<file path="src/rtl/divider_pkg.sv">
// Shared types and helpers for the iterative restoring divider.
package divider_pkg;

  typedef enum logic [2:0] {
    IDLE,
    PREP,
    DIV,
    FIXUP,
    DONE
  } state_t;

  typedef enum logic [1:0] {
    MODE_U,
    MODE_S,
    MODE_SU
  } mode_t;

  // Width of the iteration counter for a given operand width.
  function automatic int unsigned cnt_width(input int unsigned size);
    return (size > 1) ? $clog2(size) : 1;
  endfunction

endpackage

</file>
<file path="src/rtl/div_step.sv">
// One restoring division step: shift in a dividend bit and try to subtract.
module div_step #(
  parameter int unsigned SIZE = 32
) (
  input  logic [SIZE:0]   rem,
  input  logic            dvd_msb,
  input  logic [SIZE-1:0] divisor,
  output logic [SIZE:0]   next_rem,
  output logic            q_bit
);

  localparam int unsigned RW = SIZE + 1;

  logic [RW-1:0] shifted;
  logic [RW-1:0] trial;

  // The top remainder bit is always clear (rem < divisor), so it drops out of the shift.
  assign shifted = RW'({rem, dvd_msb});

  // Carry-out of shifted + ~divisor + 1 is the "no borrow" flag.
  sklansky_adder #(.WIDTH(RW)) u_sub (
    .a    (shifted),
    .b    (~{1'b0, divisor}),
    .cin  (1'b1),
    .sum  (trial),
    .cout (q_bit)
  );

  assign next_rem = q_bit ? trial : shifted;

endmodule

</file>
<file path="src/rtl/sklansky_adder.sv">
// Parallel-prefix (Sklansky) adder with carry-in and carry-out.
module sklansky_adder #(
  parameter int unsigned WIDTH = 32
) (
  input  logic [WIDTH-1:0] a,
  input  logic [WIDTH-1:0] b,
  input  logic             cin,
  output logic [WIDTH-1:0] sum,
  output logic             cout
);

  localparam int unsigned LEVELS = (WIDTH > 1) ? $clog2(WIDTH) : 1;

  logic [WIDTH-1:0] prop;
  logic [WIDTH-1:0] gv;
  logic [WIDTH-1:0] pv;
  logic [WIDTH-1:0] gn;
  logic [WIDTH-1:0] pn;

  // Prefix tree: group generate of bits [i:0], carry-in folded into bit 0.
  always_comb begin
    int j;
    j    = 0;
    prop = a ^ b;
    gv   = a & b;
    gv[0] = gv[0] | (prop[0] & cin);
    pv   = prop;
    gn   = gv;
    pn   = pv;
    for (int l = 0; l < int'(LEVELS); l++) begin
      gn = gv;
      pn = pv;
      for (int i = 0; i < int'(WIDTH); i++) begin
        if (((i >> l) & 1) == 1) begin
          j = ((i >> (l + 1)) << (l + 1)) + (1 << l) - 1;
          gn[i] = gv[i] | (pv[i] & gv[j]);
          pn[i] = pv[i] & pv[j];
        end
      end
      gv = gn;
      pv = pn;
    end
    sum  = prop ^ {gv[WIDTH-2:0], cin};
    cout = gv[WIDTH-1];
  end

endmodule

</file>
<file path="src/rtl/divider_msu.sv">
// Iterative radix-2 restoring divider with unsigned/signed/mixed operand modes.
module divider_msu
  import divider_pkg::*;
#(
  parameter int unsigned SIZE = 32
) (
  input  logic            clk,
  input  logic            reset,
  input  logic            in_valid,
  output logic            in_ready,
  input  logic [SIZE-1:0] a,
  input  logic [SIZE-1:0] b,
  input  logic            sign,
  input  logic            mix,
  output logic            out_valid,
  input  logic            out_ready,
  output logic [SIZE-1:0] q,
  output logic [SIZE-1:0] r,
  output logic            div_by_zero
);

  localparam int unsigned CW = cnt_width(SIZE);
  localparam int unsigned RW = SIZE + 1;

  state_t          state;
  state_t          state_next;
  mode_t           mode;
  logic [SIZE-1:0] a_reg;
  logic [SIZE-1:0] b_reg;
  logic [SIZE-1:0] dvd;
  logic [SIZE-1:0] dvs;
  logic [RW-1:0]   rem;
  logic [RW-1:0]   next_rem;
  logic            q_bit;
  logic [CW-1:0]   cnt;
  logic            q_neg;
  logic            r_neg;
  logic            accept;
  logic            a_neg;
  logic            b_neg;
  logic            in_ready_next;
  logic            out_valid_next;

  assign accept = in_valid & in_ready;
  assign a_neg  = (mode != MODE_U) & a_reg[SIZE-1];
  assign b_neg  = (mode == MODE_S) & b_reg[SIZE-1];

  div_step #(.SIZE(SIZE)) u_step (
    .rem      (rem),
    .dvd_msb  (dvd[SIZE-1]),
    .divisor  (dvs),
    .next_rem (next_rem),
    .q_bit    (q_bit)
  );

  // State register.
  always_ff @(posedge clk) begin
    if (reset) state <= IDLE;
    else       state <= state_next;
  end

  // Next-state logic.
  always_comb begin
    state_next = state;
    case (state)
      IDLE:    if (accept) state_next = PREP;
      PREP:    state_next = (b_reg == '0) ? DONE : DIV;
      DIV:     if (cnt == '0) state_next = FIXUP;
      FIXUP:   state_next = DONE;
      DONE:    if (out_ready) state_next = IDLE;
      default: state_next = IDLE;
    endcase
  end

  // Handshake outputs, registered from the upcoming state.
  always_comb begin
    in_ready_next  = (state_next == IDLE);
    out_valid_next = (state_next == DONE);
  end

  // Datapath: operand latch, magnitude prep, shift/subtract, sign fixup.
  always_ff @(posedge clk) begin
    if (reset) begin
      in_ready    <= 1'b1;
      out_valid   <= 1'b0;
      q           <= '0;
      r           <= '0;
      div_by_zero <= 1'b0;
      cnt         <= '0;
      mode        <= MODE_U;
      a_reg       <= '0;
      b_reg       <= '0;
      dvd         <= '0;
      dvs         <= '0;
      rem         <= '0;
      q_neg       <= 1'b0;
      r_neg       <= 1'b0;
    end else begin
      in_ready  <= in_ready_next;
      out_valid <= out_valid_next;
      case (state)
        IDLE: begin
          if (accept) begin
            a_reg <= a;
            b_reg <= b;
            mode  <= sign ? MODE_S : (mix ? MODE_SU : MODE_U);
          end
        end
        PREP: begin
          dvd         <= a_neg ? -a_reg : a_reg;
          dvs         <= b_neg ? -b_reg : b_reg;
          q_neg       <= a_neg ^ b_neg;
          r_neg       <= a_neg;
          rem         <= '0;
          cnt         <= CW'(SIZE - 1);
          div_by_zero <= (b_reg == '0);
          if (b_reg == '0) begin
            q <= '1;
            r <= a_reg;
          end
        end
        DIV: begin
          rem <= next_rem;
          dvd <= {dvd[SIZE-2:0], q_bit};
          if (cnt != '0) cnt <= cnt - 1'b1;
        end
        FIXUP: begin
          q <= q_neg ? -dvd : dvd;
          r <= r_neg ? -rem[SIZE-1:0] : rem[SIZE-1:0];
        end
        default: ;
      endcase
    end
  end

endmodule

</file>
<file path="config.mk">
export PLATFORM = sky130hd
export DESIGN_NAME = divider_msu
export DESIGN_NICKNAME = d
export VERILOG_FILES = /design/src/rtl/divider_pkg.sv /design/src/rtl/div_step.sv /design/src/rtl/sklansky_adder.sv /design/src/rtl/divider_msu.sv
export SDC_FILE = /design/constraint.sdc
export NUM_CORES = 1
export LEC_CHECK = 0
export BUFFER_PORTS_ARGS = -buffer_cell sky130_fd_sc_hd__buf_2
export CORE_MARGIN = 2
export CORE_UTILIZATION = 44
export CTS_CLUSTER_DIAMETER = 100
export DETAILED_ROUTE_END_ITERATION = 10
export GPL_ROUTABILITY_DRIVEN = 0
export SYNTH_ARGS = -nofsm -noshare
export SYNTH_HDL_FRONTEND = slang
export SYNTH_HIERARCHICAL = 1
export SYNTH_SLANG_ARGS = --single-unit
</file>
<file path="constraint.sdc">
create_clock -name clk -period 6.5 [get_ports clk]
set_input_delay 1.625 -clock clk [delete_from_list [all_inputs] [get_ports clk]]
set_output_delay 1.625 -clock clk [all_outputs]
set_load 0.02 [all_outputs]
</file>
Word level (Yosys, flattened, before mapping)
Index checks and enable logic that the tools add are counted.

Flip-flop bits (word level): 239. Input port bits: 70. Output and inout bits: 67. Word-level logic and storage cells: 279.

Add/subtract/negate cells: 5. Equal/unequal tests: 8. Mux-type cells: 20. Bitwise logic cells: 220. Reductions and logical operators: 11.

Operators with widths (count): case mux 32 bit (2 select lines) (4); 2-to-1 mux 32 bit (7); bitwise AND 1 bit (133); negation 32 bit (4); OR 1 bit (82); bitwise AND 33 bit (1); NOT 32 -> 33 bit (1); bitwise XOR 33 bit (1); logical NOT 32 bit (1); bitwise XOR 32 bit (1); case mux 3 bit (5 select lines) (1); 2-to-1 mux 3 bit (4); case mux 5 bit (2 select lines) (1); == test 3 x 2 -> 1 bit (second input constant) (2); == test 3 bit (second input constant) (2); logical NOT 3 bit (2); AND reduction 2 bit (3); nonzero test 2 bit (3); logical NOT 5 bit (1); 2-to-1 mux 5 bit (1); nonzero test 5 bit (1); subtractor 5 x 1 -> 5 bit (second input constant) (1); 2-to-1 mux 2 bit (2); != test 2 bit (second input constant) (2); other kinds (3) (3).

Longest topological paths before layout
Depth after elaboration: 17. Gate-level depth with buffers: 20. Mapped depth without buffers: 18.

Modules after synthesis
Netlist, hierarchy kept.

By module, submodules not included: divider_msu (instances 1, cells each 1377, area each 11248.3 µm², seq. area each 4804.6 µm²); sklansky_adder (instances 1, cells each 176, area each 1356.3 µm², seq. area each 0.0 µm²); div_step (instances 1, cells each 70, area each 679.4 µm², seq. area each 0.0 µm²).

Worst setup path before layout
OpenSTA, ideal clock, no wires.

Kind: register to register. Start: register dvd[31]. End: register rem[10]. Library setup time: 128 ps. Arrival time: 3374 ps. Required time: 6372 ps. Slack: 2998 ps. Stages on the path, launching flop included: 20. Buffers on the path: 2. Period minus slack after synthesis: 3502 ps. Path through: dfxtp_1 > inv_1 > fa_1 > inv_1 > fa_1 > a211oi_2 > nor3_2 > o21ai_2 > a21oi_2 > o21a_1 > o21ai_1 > a21oi_1 > a21oi_1 > fa_1 > inv_1 > buf_6 > buf_12 > mux2_4 > a22oi_1 > nor2_1.

Cells in the longest elaborated chain, start to end: 16. Elaborated cells on any way between the ends: 20. Classes of those cells: mux (2); bitwise (18).

RTL lines: start, declared (RTL line divider_msu.sv:30) `logic [SIZE-1:0] dvd;`; start signal, assigned (RTL line divider_msu.sv:110) `dvd <= a_neg ? -a_reg : a_reg;`; start signal, assigned (RTL line divider_msu.sv:124) `dvd <= {dvd[SIZE-2:0], q_bit};`; bitwise AND 33 bit or bitwise XOR 33 bit (tied branches) (RTL line sklansky_adder.sv:25, sklansky_adder.sv:24); OR 1 bit (*) (RTL line sklansky_adder.sv:26) `gv[0] = gv[0] | (prop[0] & cin);`; bitwise AND 1 bit (*) (RTL line sklansky_adder.sv:36) `gn[i] = gv[i] | (pv[i] & gv[j]);`; OR 1 bit (*) (RTL line sklansky_adder.sv:36); bitwise AND 1 bit (*) (RTL line sklansky_adder.sv:36); OR 1 bit (*) (RTL line sklansky_adder.sv:36); bitwise AND 1 bit (*) (RTL line sklansky_adder.sv:36); OR 1 bit (*) (RTL line sklansky_adder.sv:36); [... 2 more ...]; bitwise AND 1 bit (*) (RTL line sklansky_adder.sv:36); OR 1 bit (*) (RTL line sklansky_adder.sv:36); bitwise AND 1 bit (*) (RTL line sklansky_adder.sv:36); OR 1 bit (*) (RTL line sklansky_adder.sv:36); via q_bit (RTL line divider_msu.sv:34) `logic q_bit;`; 2-to-1 mux 32 bit (*) (RTL line div_step.sv:29) `assign next_rem = q_bit ? trial : shifted;`; via next_rem[10] (RTL line divider_msu.sv:33) `logic [RW-1:0] next_rem;`; case mux 32 bit (2 select lines) (*) (RTL line divider_msu.sv:101) `case (state)`; end signal, assigned (RTL line divider_msu.sv:123) `rem <= next_rem;`; end, declared (RTL line divider_msu.sv:32) `logic [RW-1:0] rem;`.

The timed path passes the listed nets; every way through them passes the cells marked *. A chain may end at the register's enable or synchronous reset.

Final worst setup path
Start: register dvd[31]. End: register rem[20].

The elaborated chain is that of the path after synthesis.

==> impl_results.md <==
* Fin nets at 1802
* GRT Residual Overflow at 0
* DR top layer: met4
* Critical R2R Capture: rem[20]$_SDFFE_PP0P_
* Finished Layout Cells at 2097
* Layout cells sized above 1 at 0.160
* FF+latch area at 4780 um^2
* Initial antenna violation count at 1
* Vias/cell at 5.73
* Critical path type: reg -> reg
* Hold_sp: dvs[20]$_SDFFE_PP0P_
* Multi-input gate area in the final layout at 7710 um^2
* Num CTS Buffers at 27
* Yosys Warn Count at 6
* Total negative slack at 0 ns
* Fillers at 2957
* ANT nets after route at 0
* Max Cap Viol at 0
* Port bufs at 136
* Crit-path max FO at 20
* Post-CTS setup buffer count at 0
* Largest net degree at the start of global routing at 88
* Period utilization at 0.708
* Reg2Reg Depth at 18
* DRC viols at 0
* RSZ-0062 raised after global routing: false
* Outcome: complete, no violations
* H-tree levels at 1
* First-pass GRT wire length at 61000 um
* N_diodes at 0
* Core region area at 29600 um^2
* DRT iter0 DRCs at 1148
* Worst path slowest cell: clkinv_1
* Vias in the first global route at 10700
* Avg Inst Size Synth at 8.18 um^2
* Via count at 12000
* Stages on the worst setup path at 18
* CTS sink cnt at 239
* Worst Setup Start Kind: flip-flop
* Hold Fails Final Rpt at 0
* Post_cts resized at 0
* Worst Setup EP: rem[20]$_SDFFE_PP0P_
* Die width at 177 um
* CTS tree: yes
* Die ar. at 31500 um^2
* Clock Tree Buf Depth at 3
* Io pins at 137
* Max frequency at 217 MHz
* Synth Cell Area at 13200 um^2
* # setup viols final at 0
* Worst ir drop on vdd at 0.000206 V
* Worst hold path type: reg -> reg
* Most used cell, CP: fa_1
* Root Buffer: clkbuf_16
* GRT Util Overall at 0.243
* Worst r2r src: dvd[31]$_SDFFE_PP0P_
* Final worst slack at 1.90 ns
* Post-DP HPWL at 27400 um
* Crit path time final at 4.60 ns
* Worst Max-Slew Pin Slew at 1.24 ns
* CP peak stage delay at 0.57 ns
* PD cells at 323 nW/um^2
* Routed met3 length at 2580 um
* Post-route cell area at 14900 um^2
* Clock-pin slew on the worst setup and hold paths at 0.06 ns
* DRT met1 WL at 19100 um
* Crit. Startpoint: dvd[31]$_SDFFE_PP0P_
* # hold bufs at CTS at 0
* Leakage at 5.96 nW
* Cells after synthesis at 1618
* Slew Limit Fails at 0
* Worst setup slack after placement at 1.98 ns
* Hold path depth at 2
* Starting Density at 0.447
* Worst EP required at 6.89 ns
* DRT Wirelength at 38800 um
* Area after detailed placement at 14100 um^2
* Die H at 177 um
* CP Capture Type: flip-flop
* DRT Pass-1 Iters at 5
* Row cnt at 63
* Clock Skew at 0.0180 ns
* Worst-Skew Late Latency at 0.55 ns
* Placed Cells at 2050
* Buf/Inv on CP at 4
* Arrival time at the worst endpoint at 4.99 ns
* Met2 WL at 16200 um
* Worst path cell trace: inv_1 > fa_1 > inv_1 > fa_1 > a211oi_2 > nor3_2 > o21ai_2 > a21oi_2 > o21a_1 > o21ai_1 > a21oi_1 > a21oi_1 > fa_1 > clkinv_1 > buf_4 > mux2_4 > a22oi_1 > nor2_1
* Slew Limit Headroom at 0.175
* Area grow syn2layout at 12.9%
* CP top delay family: compound AO/OA/AOI/OAI gates
* R2R Setup Slk at 1.90 ns
* Routed WL per cell at 18.5 um
-- power by group --
part	internal [mW]	leakage [nW]	switching [mW]
sequential	1.63	1.94	0.212
clock	0.886	0.417	0.624
combinational	0.563	3.60	0.920
-- worst min-delay path, stage by stage (launching register included) --
cell and delay (ns):
dfxtp_1 0.32, nand2_1 0.05, o21ai_0 0.06
-- layout make-up --
cell class / instances / area share
Clock buffer: 37 / 0.0504
Clock inverter: 10 / 0.00745
Inverter: 74 / 0.0186
Multi-Input combinational cell: 1194 / 0.516
Sequential cell: 239 / 0.320
Tap cell: 390 / 0.0327
Timing Repair Buffer: 153 / 0.0545
-- worst min path at each step --
stage,endpoint
floorplan,dvs[20]$_SDFFE_PP0P_
global placement,dvs[20]$_SDFFE_PP0P_
detailed placement,dvs[22]$_SDFFE_PP0P_
CTS,dvs[20]$_SDFFE_PP0P_
global route,dvs[0]$_SDFFE_PP0P_
finish,dvs[20]$_SDFFE_PP0P_
-- through the flow --
step | utilization | hold WS (ns) | power (mW)
floorplan | - | 0.425 | 2.96
global placement | 0.475 | 0.438 | 3.32
detailed placement | 0.475 | 0.453 | 3.34
CTS | 0.504 | 0.466 | 4.84
global route | 0.504 | 0.486 | 5.11
finish | 0.504 | 0.462 | 4.83
-- layer usage --
| metal | vias to the layer above | GRT usage |
|---|---|---|
| li1 | 5885 | - |
| met1 | 5667 | 0.374 |
| met2 | 426 | 0.355 |
| met3 | 48 | 0.0257 |
| met4 | 0 | 0.0632 |
| met5 | - | 0 |
-- layout by cell type, fill, tap and decap left out, drive strengths merged, types with 5 or more instances in the layout --
cell type and n:
o31ai 18, o221ai 8, nand3 13, a21oi 174, ha 36, clkbuf 37
or3 12, a211oi 39, nor2b 6, a311oi 6, inv 74, fa 7
o41ai 9, o221a 11, or4 19, a21o 9, buf 153, nor2 151
a22oi 63, o31a 5, dfxtp 239, nor3 39, nand4 10, nor4 17
xnor2 60, nand2 204, mux2 32, xor2 73, nand2b 6, clkinv 5
o22ai 16, a31oi 20, or2 5, o21ai 68
Power figures use the tool's default switching activity.
